File: config.mk
export PLATFORM = sky130hd
export DESIGN_NAME = sdram_host_bridge
export DESIGN_NICKNAME = d
export VERILOG_FILES = /design/src/rtl/sdram_host_bridge.sv
export SDC_FILE = /design/constraint.sdc
export NUM_CORES = 1
export LEC_CHECK = 0
export CAP_MARGIN = 20
export CORE_MARGIN = 2
export CORE_UTILIZATION = 40
export DETAILED_ROUTE_END_ITERATION = 6
export PLACE_DENSITY = 0.57
export RECOVER_POWER = 50
export SYNTH_ARGS = -nofsm -noshare
export SYNTH_HDL_FRONTEND = slang
export SYNTH_SLANG_ARGS = --single-unit
File: constraint.sdc
create_clock -name clk -period 6.4 [get_ports clk]
set_input_delay 0.96 -clock clk [delete_from_list [all_inputs] [get_ports clk]]
set_output_delay 0.96 -clock clk [all_outputs]
set_load 0.05 [all_outputs]
File: src/rtl/sdram_host_bridge.sv
// rtl/sdram_host_bridge.sv - host access/ack bus to SDRAM toggle req/ack port bridge
// Host writes are posted into a FIFO; reads issue only once the FIFO has drained.
module sdram_host_bridge #(
  parameter int ADDR_W     = 24,
  parameter int WBUF_DEPTH = 4
) (
  input  logic              clk,
  input  logic              reset,
  input  logic              h_access,
  input  logic              h_wr_en,
  input  logic [1:0]        h_bytesel,
  input  logic [ADDR_W-1:0] h_addr,
  input  logic [15:0]       h_wdata,
  output logic [15:0]       h_rdata,
  output logic              h_ack,
  output logic [ADDR_W-1:0] s_addr,
  output logic              s_wrl,
  output logic              s_wrh,
  output logic [15:0]       s_din,
  input  logic [15:0]       s_dout,
  output logic              s_req,
  input  logic              s_ack,
  input  logic              cfg_done,
  output logic              wbuf_empty,
  output logic              busy
);
  localparam int IDX_W = $clog2(WBUF_DEPTH);
  localparam int PTR_W = IDX_W + 1;
  localparam int ENT_W = ADDR_W + 18;

  typedef enum logic [1:0] {S_IDLE, S_WAIT_WR, S_WAIT_RD} state_t;
  state_t state, state_next;

  logic [ENT_W-1:0] wbuf [WBUF_DEPTH];
  logic [PTR_W-1:0] wr_ptr, rd_ptr;
  logic [ENT_W-1:0] head;
  logic             ack_d;
  logic             fifo_empty, fifo_full, holdoff, pending;
  logic             wr_accept, push, pop, issue_wr, issue_rd, rd_done;

  assign fifo_empty = (wr_ptr == rd_ptr);
  assign fifo_full  = (wr_ptr[IDX_W] != rd_ptr[IDX_W]) &&
                      (wr_ptr[IDX_W-1:0] == rd_ptr[IDX_W-1:0]);
  assign head       = wbuf[rd_ptr[IDX_W-1:0]];
  // Host access is blind during the ack pulse and the cycle after it.
  assign holdoff    = h_ack | ack_d;
  assign pending    = s_req ^ s_ack;
  assign wr_accept  = h_access & h_wr_en & ~holdoff & (~fifo_full | pop);
  assign push       = wr_accept & (|h_bytesel);

  assign wbuf_empty = fifo_empty && (state != S_WAIT_WR);
  assign busy       = (state != S_IDLE) || !fifo_empty;

  always_comb begin
    state_next = state;
    issue_wr   = 1'b0;
    issue_rd   = 1'b0;
    pop        = 1'b0;
    rd_done    = 1'b0;
    case (state)
      S_IDLE: begin
        if (cfg_done) begin
          if (!fifo_empty) begin
            issue_wr   = 1'b1;
            state_next = S_WAIT_WR;
          end else if (h_access && !h_wr_en && !holdoff) begin
            issue_rd   = 1'b1;
            state_next = S_WAIT_RD;
          end
        end
      end
      S_WAIT_WR: begin
        if (!pending) begin
          pop        = 1'b1;
          state_next = S_IDLE;
        end
      end
      S_WAIT_RD: begin
        if (!pending) begin
          rd_done    = 1'b1;
          state_next = S_IDLE;
        end
      end
      default: state_next = S_IDLE;
    endcase
  end

  always_ff @(posedge clk) begin
    if (reset) begin
      state   <= S_IDLE;
      wr_ptr  <= '0;
      rd_ptr  <= '0;
      ack_d   <= 1'b0;
      h_ack   <= 1'b0;
      h_rdata <= '0;
      s_req   <= s_ack;
      s_addr  <= '0;
      s_din   <= '0;
      s_wrl   <= 1'b0;
      s_wrh   <= 1'b0;
    end else begin
      state <= state_next;
      ack_d <= h_ack;
      h_ack <= wr_accept | rd_done;
      if (push) wr_ptr <= wr_ptr + PTR_W'(1);
      if (pop) rd_ptr <= rd_ptr + PTR_W'(1);
      if (rd_done) h_rdata <= s_dout;
      if (issue_wr) begin
        s_addr <= head[ENT_W-1 -: ADDR_W];
        s_din  <= head[17:2];
        s_wrl  <= head[0];
        s_wrh  <= head[1];
        s_req  <= ~s_req;
      end else if (issue_rd) begin
        s_addr <= h_addr;
        s_wrl  <= 1'b0;
        s_wrh  <= 1'b0;
        s_req  <= ~s_req;
      end
    end
  end

  always_ff @(posedge clk) begin
    if (push) wbuf[wr_ptr[IDX_W-1:0]] <= {h_addr, h_wdata, h_bytesel};
  end
endmodule

==> impl_metrics.json <==
{
  "ys_types": 49,
  "path_class": "in2reg",
  "port_buffers": 125,
  "synth_enable_flop_cells": 169,
  "grt_pass1_wl_um": 29500,
  "wl_um": 18600,
  "hp-class": "reg2reg",
  "ir_worst_vdd_v": 0.000200,
  "violations": "max-capacitance violations, max-slew violations",
  "die_w_um": 154,
  "gr-max-usage-layer": "met2",
  "grt_antenna_before_repair": 0,
  "die_y_um": 154,
  "drt-initial-drc-count": 334,
  "p_leak_nw": 3.81,
  "status": "finished, violations left",
  "max_freq_mhz": 227,
  "gr-usage-met1_pct": 22.2,
  "fp.coreArea_um2": 22000,
  "dp_hpwl_um": 11600,
  "htreeDepth": 1,
  "grt_usage_pct": 15.9,
  "syn_inst": 532,
  "worst_slew_pin_slew_ns": 2.25,
  "antenna_cells": 0,
  "area_growth_pct": 27.8,
  "clock_sinks": 239,
  "initial_core_util_pct": 40.9,
  "num_rows": 54,
  "grt_pass1_vias": 5304,
  "slew_violations": 103,
  "maxCapViolations": 4,
  "ys_seq_elements": 239,
  "syn_avg_cell_area_um2": 16.9,
  "cts.path.max_buffers": 3,
  "power_density_nw_per_um2": 315,
  "finClkSkew_ns": 0.0204,
  "rsz0062_at_grt": "no",
  "period_share_pct": 68.9,
  "clk_pin_slew_ns": 0.06,
  "grtUsageMet2_pct": 26.0,
  "nets": 738,
  "cp_max_fo": 23,
  "synth_warnings": 0,
  "grt_start_max_net_pins": 48,
  "vias": 5029,
  "cts_resized": 0,
  "postCtsSetupRepairBufs": 0,
  "drc": 0,
  "ios": 126,
  "gr-usage-met3_pct": 2.56,
  "wl_per_cell_um": 19.2,
  "cp-end-kind": "register",
  "hold_violations": 0,
  "cts_buffers": 26,
  "final.fill_count": 1733,
  "cts_tree": "built",
  "ys_seq_area_share_pct": 72.0,
  "first_pass_iters": 4,
  "syn_area_um2": 8990,
  "regArea_um2": 6480,
  "ant_nets": 0,
  "multi_input_area_um2": 2340,
  "maxSlewHeadroom_pct": -54.1,
  "vias_per_cell": 5.21,
  "period_minus_slack_ns": 4.41,
  "cts_hold_buf": 0,
  "whs_ns": 0.452,
  "cts-root-buf": "clkbuf_16",
  "dieArea_um2": 23700,
  "grt-ovfl-total": 0,
  "setup_viol": 0,
  "routabilityCongestion": 0.752,
  "async_flop_share_pct": 0,
  "finalSetupTns_ns": 0,
  "synth_ff_type": "edfxtp_1",
  "critical_path_arrival_ns": 4.70,
  "layout-drive-gt1-share_pct": 15.0,
  "synth_nets": 604,
  "critPathRequiredTime_ns": 6.69,
  "clk_latency_ns": 0.54,
  "worstSetupStartpointType": "input pin"
}
power by group:
group	switching (W)	leakage, nW	total, W	internal, W
logic	0.000198	1.26	0.000332	0.000134
registers	0.0000291	2.10	0.00173	0.00170
clock network	0.000599	0.447	0.00156	0.000959
cell usage in the layout, fill, tap and decap left out, drive strengths merged, types with 17 or more instances in the layout:
cell type and count:
a21oi 38, nand2 69, edfxtp 169, dlygate4sd3 57, nor2b 17, clkdlybuf4s50 67
mux4 42, clkbuf 36, a221o 24, dfxtp 70
sequential cells by signal, indices dropped and copies added (netlist names), named ones only:
signal / flops
ack_d: 1
h_ack: 1
h_rdata: 16
rd_ptr: 3
s_addr: 24
s_din: 16
s_req: 1
s_wrh: 1
s_wrl: 1
state: 2
wbuf: 168
wr_ptr: 3
worst max-delay path, stage by stage:
cell	delay (ns)
dlygate4sd3_1	0.59
xnor2_1	0.25
a2111oi_0	1.87
nor2_1	0.22
and2_2	0.53
buf_12	0.26
final timing paths:
kind / to / slack, ns / from / cells past startpoint
hold reg to reg: s_din[14] / 0.45 / s_din[14] / 2
hold / removal: s_din[14] / 0.45 / s_din[14] / 2
setup / recovery: wbuf[1][40] / 1.99 / s_ack / 6
setup reg to reg: wbuf[1][40] / 2.53 / s_req / 5
Yosys cell counts (6+ instances only):
library cell	instances	area share, %
mux4_2	42	11
ha_1	8	1.1
nor2_1	6	0.25
a21oi_1	38	2.1
and2b_1	9	0.75
dfxtp_1	70	16
nor2b_1	17	1.2
buf_2	11	0.61
inv_1	6	0.25
clkbuf_1	10	0.42
edfxtp_1	169	56
a221o_1	24	2.7
nand2_1	69	2.9
per-stage QoR:
step | total power [W] | setup WS (ns) | cells | cell area [µm²] | utilization (%)
after floorplan | 0.00196 | 2.61 | 532 | 8990 | -
after global placement | 0.00209 | 2.58 | 912 | 10500 | 47.8
after detailed placement | 0.00211 | 2.72 | 917 | 10600 | 48.2
after CTS | 0.00367 | 2.93 | 965 | 11500 | 52.4
after global routing | 0.00375 | 1.58 | 966 | 11500 | 52.3
final | 0.00362 | 1.99 | 966 | 11500 | 52.3
per-layer routing:
metal	share of wire (%)	routed length [µm]
met1	45	8270
met2	47	8790
met3	6.1	1130
met4	2.0	374
met5	0	0
cell type report:
class | instances | area share (%)
repair buffers | 133 | 11.9
multi-input cells | 259 | 20.4
flip-flops and latches | 239 | 56.4
clock inverters | 15 | 1.81
clock buffers | 33 | 6.24
well taps | 280 | 3.05
inverters | 7 | 0.229
kinds of logic (layout without fill, tap and decap cells):
family	after synthesis	after routing	synth area share (%)
DFF	239	239	72.0
xor gates and xnor gates	10	10	1.22
adders and majority gates	8	8	1.11
buffers and inverters	34	188	1.91
muxes	43	43	10.6
AOI/OAI and AO/OA	78	78	6.50
and+or+nand+nor	120	120	6.58
Note: power is estimated with default switching activity, not from simulation.
